==> config.mk <==
export PLATFORM = sky130hd
export DESIGN_NAME = sqrt_square_check
export DESIGN_NICKNAME = d
export VERILOG_FILES = /design/src/rtl/awgn_fmt_pkg.sv /design/src/rtl/seq_sq_mul.sv /design/src/rtl/sqrt_square_check.sv
export SDC_FILE = /design/constraint.sdc
export NUM_CORES = 1
export LEC_CHECK = 0
export ABC_AREA = 1
export ABC_CLOCK_PERIOD_IN_PS = 14500
export CAP_MARGIN = 25
export CORE_AREA = 2 2 176 178
export DETAILED_ROUTE_END_ITERATION = 12
export DIE_AREA = 0 0 178 180
export PLACE_DENSITY_LB_ADDON = 0.25
export SETUP_SLACK_MARGIN = 0.5
export SLEW_MARGIN = 30
export SYNTH_ARGS = -nofsm -noshare
export SYNTH_HDL_FRONTEND = slang
export SYNTH_SLANG_ARGS = --single-unit
==> constraint.sdc <==
create_clock -name clk -period 14.5 [get_ports clk]
set_input_delay 1.45 -clock clk [delete_from_list [all_inputs] [get_ports clk]]
set_output_delay 1.45 -clock clk [all_outputs]
set_load 0.005 [all_outputs]
==> src/rtl/awgn_fmt_pkg.sv <==
// Fixed-point format constants shared by the AWGN sqrt unit and its square-back checker.
// Also holds the checker FSM encoding, the result payload and the rounding-bias helper.
package awgn_fmt_pkg;

    localparam int unsigned FW       = 17;             // f width, u<17,13>
    localparam int unsigned FF       = 13;
    localparam int unsigned EW       = 31;             // e width, u<31,24>
    localparam int unsigned EF       = 24;
    localparam int unsigned SH       = 2 * FF - EF;    // shift from f^2 scale to e scale
    localparam int unsigned AW       = 2 * FW;         // full product width
    localparam int unsigned PW       = AW + 1;         // product plus rounding carry
    localparam int unsigned CW       = $clog2(FW);     // multiplier step counter width
    localparam int unsigned TOL_DEF  = 1024;           // default pass tolerance in e LSBs

    typedef enum logic [1:0] {
        ST_IDLE  = 2'd0,
        ST_MUL   = 2'd1,
        ST_ROUND = 2'd2,
        ST_DONE  = 2'd3
    } chk_state_e;

    typedef struct packed {
        logic [EW-1:0] sq;
        logic [EW-1:0] err;
        logic          sat;
        logic          pass;
    } chk_res_t;

    // Half-up bias added before the SH-bit right shift; zero when no bits are dropped.
    function automatic logic [PW-1:0] round_bias();
        if (SH == 0) begin
            return '0;
        end
        return PW'(1) << (SH - 1);
    endfunction

endpackage

==> src/rtl/seq_sq_mul.sv <==
// Radix-2 shift-add squarer: one conditional add per cycle, LSB first, fixed FW steps.
module seq_sq_mul
    import awgn_fmt_pkg::*;
(
    input  logic          clk,
    input  logic          rst,
    input  logic          start,
    input  logic [FW-1:0] op_in,
    output logic          done,
    output logic [AW-1:0] acc
);

    logic [AW-1:0] mcand_q,  mcand_d;
    logic [FW-1:0] mplier_q, mplier_d;
    logic [AW-1:0] acc_q,    acc_d;
    logic [CW-1:0] cnt_q,    cnt_d;
    logic          busy_q,   busy_d;
    logic          done_q,   done_d;

    // The multiplicand shifts left as the multiplier shifts right, so step i adds op<<i when bit i is set.
    always_comb begin
        mcand_d  = mcand_q;
        mplier_d = mplier_q;
        acc_d    = acc_q;
        cnt_d    = cnt_q;
        busy_d   = busy_q;
        done_d   = 1'b0;
        if (start) begin
            mcand_d  = AW'(op_in);
            mplier_d = op_in;
            acc_d    = '0;
            cnt_d    = '0;
            busy_d   = 1'b1;
        end else if (busy_q) begin
            if (mplier_q[0]) begin
                acc_d = acc_q + mcand_q;
            end
            mcand_d  = mcand_q << 1;
            mplier_d = mplier_q >> 1;
            if (cnt_q == CW'(FW - 1)) begin
                cnt_d  = '0;
                busy_d = 1'b0;
                done_d = 1'b1;
            end else begin
                cnt_d = cnt_q + CW'(1);
            end
        end
    end

    always_ff @(posedge clk or posedge rst) begin
        if (rst) begin
            mcand_q  <= '0;
            mplier_q <= '0;
            acc_q    <= '0;
            cnt_q    <= '0;
            busy_q   <= 1'b0;
            done_q   <= 1'b0;
        end else begin
            mcand_q  <= mcand_d;
            mplier_q <= mplier_d;
            acc_q    <= acc_d;
            cnt_q    <= cnt_d;
            busy_q   <= busy_d;
            done_q   <= done_d;
        end
    end

    assign done = done_q;
    assign acc  = acc_q;

endmodule

==> src/rtl/sqrt_square_check.sv <==
// Squares a sqrt result back into e format, rounds/saturates it and compares against the original e.
// One sample in flight; valid/ready on both sides.
module sqrt_square_check
    import awgn_fmt_pkg::*;
#(
    parameter int unsigned TOL = TOL_DEF
) (
    input  logic          clk,
    input  logic          rst,
    input  logic          in_valid,
    output logic          in_ready,
    input  logic [FW-1:0] f_in,
    input  logic [EW-1:0] e_in,
    output logic          out_valid,
    input  logic          out_ready,
    output logic [EW-1:0] sq_out,
    output logic [EW-1:0] err_out,
    output logic          sat,
    output logic          pass
);

    chk_state_e    state_q,     state_d;
    logic          in_ready_q,  in_ready_d;
    logic          out_valid_q, out_valid_d;
    logic [EW-1:0] e_q,         e_d;
    chk_res_t      res_q,       res_d;

    logic          accept_c;
    logic          mul_done_c;
    logic [AW-1:0] acc_c;
    logic [PW-1:0] rnd_sum_c;
    logic [PW-1:0] rnd_q_c;
    chk_res_t      round_res_c;

    assign accept_c = in_valid && in_ready_q;

    seq_sq_mul u_mul (
        .clk   (clk),
        .rst   (rst),
        .start (accept_c),
        .op_in (f_in),
        .done  (mul_done_c),
        .acc   (acc_c)
    );

    // Round half-up to e scale, clamp to the e range, then take the absolute difference.
    always_comb begin
        rnd_sum_c       = PW'(acc_c) + round_bias();
        rnd_q_c         = rnd_sum_c >> SH;
        round_res_c.sat = |rnd_q_c[PW-1:EW];
        round_res_c.sq  = round_res_c.sat ? {EW{1'b1}} : rnd_q_c[EW-1:0];
        if (round_res_c.sq >= e_q) begin
            round_res_c.err = round_res_c.sq - e_q;
        end else begin
            round_res_c.err = e_q - round_res_c.sq;
        end
        round_res_c.pass = (round_res_c.err <= EW'(TOL)) && !round_res_c.sat;
    end

    always_ff @(posedge clk or posedge rst) begin
        if (rst) begin
            state_q <= ST_IDLE;
        end else begin
            state_q <= state_d;
        end
    end

    always_comb begin
        state_d = state_q;
        case (state_q)
            ST_IDLE:  if (accept_c)   state_d = ST_MUL;
            ST_MUL:   if (mul_done_c) state_d = ST_ROUND;
            ST_ROUND:                 state_d = ST_DONE;
            ST_DONE:  if (out_ready)  state_d = ST_IDLE;
            default:                  state_d = ST_IDLE;
        endcase
    end

    // Handshake flags follow the next state so they line up with the state register.
    always_comb begin
        in_ready_d  = (state_d == ST_IDLE);
        out_valid_d = (state_d == ST_DONE);
        e_d         = e_q;
        res_d       = res_q;
        if (accept_c) begin
            e_d = e_in;
        end
        if (state_q == ST_ROUND) begin
            res_d = round_res_c;
        end
    end

    always_ff @(posedge clk or posedge rst) begin
        if (rst) begin
            in_ready_q  <= 1'b1;
            out_valid_q <= 1'b0;
            e_q         <= '0;
            res_q       <= '0;
        end else begin
            in_ready_q  <= in_ready_d;
            out_valid_q <= out_valid_d;
            e_q         <= e_d;
            res_q       <= res_d;
        end
    end

    assign in_ready  = in_ready_q;
    assign out_valid = out_valid_q;
    assign sq_out    = res_q.sq;
    assign err_out   = res_q.err;
    assign sat       = res_q.sat;
    assign pass      = res_q.pass;

endmodule

======== After elaboration in Yosys (flattened, before gate mapping) ========
Index checks and enable logic that the tools add are counted.
storage, ports and cells
  input bits .............................. 52
  logic and storage cells ................. 57
  flip-flop bits (word level) ............. 191
  output and inout bits ................... 66
operators by class
  $lt $le $gt $ge ......................... 2
  multiplexer cells ....................... 22
  add/sub/neg operators ................... 5
  reduce and logical (&&, ||, !) cells .... 9
  eq/ne operators ......................... 5
operators with widths
  operator               number
  $mux 34                5
  $mux 31                2
  $sub 31x31->31         2
  $add 34x2->35 const B  1
  $add 34x34->34         1
  $mux 17                2
  $ge 31x31->1           1
  $le 31x11->1 const B   1
  $mux 5                 3
  $pmux 2 s4             1
  $eq 2x2->1 const B     3
  $mux 1                 6
  $mux 2                 3
  $add 5x1->5 const B    1
  $eq 5x5->1 const B     1
  $logic_not 2->1        2
  $reduce_bool 2->1      2
  $eq 2x1->1 const B     1
  $logic_and 1x1->1      2
  $reduce_and 2->1       1
  $reduce_or 2->1        1
  $logic_not 1->1        1

======== Longest topological paths before layout ========
  word-level depth ........................ 7
  depth in mapped cells ................... 36
  mapped depth without buffers ............ 33

======== Hierarchy ========
Synthesis repeated with hierarchy kept, for this count alone.
unflattened totals
  cell total of the unflattened synthesis .. 2,385
  area, all modules ....................... 15,403.5 sq um
by module, submodules not included
  module             times used  area each (sq um)  sequential area each (sq um)  cells each
  sqrt_square_check  1           9,549.2            2,478.6                       1,578
  seq_sq_mul         1           5,854.4            2,302.2                       807

======== Least setup slack after synthesis ========
OpenSTA, ideal clock, no wires.
  path kind ............................... flip-flop to flip-flop
  start ................................... register u_mul.acc_q[1], in the netlist u_mul.acc[1]
  end ..................................... register res_q, in the netlist pass
  cell stages (with the launch flop) ...... 35
  setup time .............................. 0.066 ns
  data arrival time ....................... 3.789 ns
  setup slack ............................. 10.646 ns
  required time ........................... 14.434 ns
  buffers on the path ..................... 4
  clock period less this slack ............ 3.854 ns
  cell sequence ........................... dfrtp_1 > ha_1 > nand2_1 > inv_1 > nand3_1 > nor2_2 > nand3_1 > nor3_2 > xor2_1 > nand2_1 > buf_2 > buf_6 > nor2_1 > inv_1 > ha_1 > buf_2 > nand2_1 > nor2_4 > nand2_2 > nor2_4 > nand2_1 > nand2_1 > nor2_2 > nand2_4 > inv_4 > buf_6 > nand2_1 > nand2_1 > nor2_1 > nand2_1 > nor2_1 > nand2_1 > nor2_1 > nand3_1 > nand2_1
RTL lines
  item                      line                      text
  start: declaration        seq_sq_mul.sv:15          logic [AW-1:0] acc_q, acc_d;
  start signal: assignment  seq_sq_mul.sv:54          acc_q <= '0;
  start signal: assignment  seq_sq_mul.sv:61          acc_q <= acc_d;
  end signal: assignment    sqrt_square_check.sv:103  res_q <= res_d;
  end: declaration          sqrt_square_check.sv:26   chk_res_t res_q, res_d;

==> results.md <==
- Fin crit share: 45.2%
- Initial DRT Pass Iterations: 8
- Highest-delay cell along the critical path: inv_1
- Core box area: approximately 30000 µm²
- Initial Util: 48.4%
- CP peak stage delay: 0.72 ns
- Final Hold Vio Count: 0
- Antenna violations before repair: 0
- Post-route minimum period: 6.55 ns
- Hold Crit Start: err_out[30]
- Max Clk Rate: 0.153 GHz
- CTS H-tree depth: 4
- CTS root buf: clkbuf_16
- GRT Overall Usage: a little under a third
- Pin count of the biggest net entering global routing: between 100 and 150
- Max-cap violations: 0
- CP arrival: 6.89 ns
- Worst Setup SP: u_mul.acc[1]
- RSZ-0062 raised after global routing: no
- Critical path's most frequent cell: nand2_1
- WL per Instance: 17.3 µm
- Global route overflow: 0
- First-iteration detailed-routing DRC count: 971
- Slew @ Worst Pin: ~0.85 ns
- Die H: 180 µm
- Antenna-violating nets left: 0
- Synth Cell Area: 14600 µm²
- Clk pin slew, worst setup/hold paths: 0.08 ns
- HPWL after DPL: roughly 38000 µm
- Cells after synthesis: 2207
- Reg2reg end: pass
- Register area: 4780 µm²
- Sink Count: 191
- Final setup fails: 0
- Deepest clock path buffer count: 2
- Async SR Flop Fraction: 100%
- Post-synth EDFFs: 0
- Min-delay worst type: flip-flop to flip-flop
- Hold Buf Count CTS: 0
- Setup TNS: 0 ns
- Area grow syn2layout: 14.0%
- Residual DRC count: 0
- Setup bufs post-CTS: 0
- Share of cells above drive strength 1: 3.39%
- IO Port Bufs: 117
- FF-to-FF setup slack: ~8.0 ns
- Register area share after synthesis: between 30% and 40%
- # diodes: 0
- IO Count: around 120
- Fill count: 3076
- Yosys reg bits: 191
- Clk_lat worst skew: 0.46 ns
- Crit Path Category: flip-flop to flip-flop
- DRT Wirelength: 46700 µm
- Hold endpoint: err_out[30]
- Cell area after layout: 16600 µm²
- Ys flop type: dfrtp_1
- Highest-count cells in the layout ignoring fill and taps: 697 x nand2_1, 321 x inv_1, 190 x dfrtp_1
- R2R Path Start: u_mul.acc[1]
- Worst R2R Path Depth: 30
- Routed via count: 14300
- Die width: 178 µm
- RD Place Congestion: ~1.0
- Post-DP Area: 16000 µm²
- First-pass GRT wire length: 74400 µm
- Syn Nets: 2360
- Number of synthesis warnings: 0
- Slew headroom: 43.6%
- Crit Path Max Fanout: 32
- Synth cell types: 44
- Row count: 64
- Num CTS Buffers: 17
- Die footprint: 32000 µm²
- Vias in the first global route: 14100
- Commonest non-fill, non-tap cell in the layout: nand2_1
- Post-CTS sizing: 0
- Final Slew Violations: 0
- CTS tree: yes
- Hold depth: 2
- Fin Clk Skew: 0.0117 ns
- Multi-input gate area: 8280 µm²
- CP Capture Type: flip-flop
- WP data required: between 10 and 15 ns
- Outcome: finished, final reports clean
- Nets: 2439
- Startpoint types: flip-flop
- Via density per instance: 5.31
- Avg Cell Area, Syn: 6.62 µm²
## state kept, by name, summed over array words and instances (netlist names)
signal / count
u_mul.acc: 34
err_out: 31
u_mul.busy_q: 1
pass: 1
u_mul.done: 1
e_q: 31
u_mul.cnt_q: 5
sq_out: 31
u_mul.mcand_q: 34
u_mul.mplier_q: 17
sat: 1
in_ready: 1
state_q: 2
out_valid: 1
## through the flow
stage                     hold slack [ns]  utilization, %  instances  setup slack [ns]
after global placement              0.467            53.1       2663              8.21
after global routing                0.506            55.1       2695              7.52
after floorplan                     0.448               -       2207              7.85
after CTS                           0.485            55.1       2695              8.08
after detailed placement            0.466            53.1       2663              8.12
final                               0.481            55.1       2695              7.95
## area by class of cell
class                           count  area share, %
Tap cell                          396           2.98
Clock buffer                       19           2.72
Sequential cell                   191           28.7
Timing Repair Buffer              125           7.42
Clock inverter                     13          0.909
Inverter                          331           7.52
Multi-Input combinational cell   1620           49.7
## worst max-delay path by stage
stage               cells after the start  endpoint
CTS                                    30      pass
detailed placement                     30      pass
finish                                 30      pass
floorplan                               1    e_q[0]
global route                           30      pass
global placement                       30      pass
## per-layer routing
metal | routed length, µm | GRT usage [%] | share of wire (%)
met3 | 1680 | 3.81 | 3.6
met1 | 19800 | 36.5 | 42
met2 | 22400 | 50.6 | 48
met4 | 2850 | 17.8 | 6.1
met5 | 0 | 0 | 0
## synth_stat cells (3+ instances only)
cell	instances	area share, %
nand2_1	697	18
inv_1	323	8.3
dfrtp_1	190	33
nor2_1	188	4.8
o21ai_0	183	6.3
a21oi_1	134	4.6
ha_1	98	8.4
nand3_1	85	2.9
xor2_1	57	3.4
clkbuf_1	33	0.85
nand4_1	28	1.2
o22ai_1	28	1.2
a31oi_1	22	0.94
buf_2	15	0.51
nor3_1	14	0.48
nor2_2	11	0.47
nand2_2	10	0.43
o211ai_1	9	0.46
clkbuf_2	7	0.24
nor4_1	7	0.30
a21o_1	6	0.31
buf_1	6	0.15
o21ai_1	5	0.17
o31ai_1	5	0.26
clkinv_1	4	0.10
nor3_2	4	0.27
o21bai_1	4	0.21
xnor2_1	4	0.24
and2_1	3	0.13
buf_6	3	0.23
fa_1	3	0.41
inv_2	3	0.077
nand3b_1	3	0.15
nor2_4	3	0.23
o21a_1	3	0.15
## worst max-delay path: cells and delay by family, from the launching register on
family                   cells  cell delay (ns)
AO/OA/AOI/OAI                1             0.27
XOR/XNOR                     1             0.21
adder cells (fa/ha/maj)      2             0.76
buffers and inverters        4             1.28
flip-flops                   1             0.60
AND/OR/NAND/NOR             22             3.25
## logic make-up (layout without fill, tap and decap cells)
group	Yosys count	after routing	synth area share [%]
simple gates	1056	1056	29.5
compound gates	402	402	14.7
buf+inv	396	488	10.6
flops	191	191	32.7
fa+ha+maj	101	101	8.81
xor+xnor	61	61	3.66
Power is left out: the tool's default activity adds up to more than one toggle a clock period on the data nets, which glitch-free logic cannot reach.
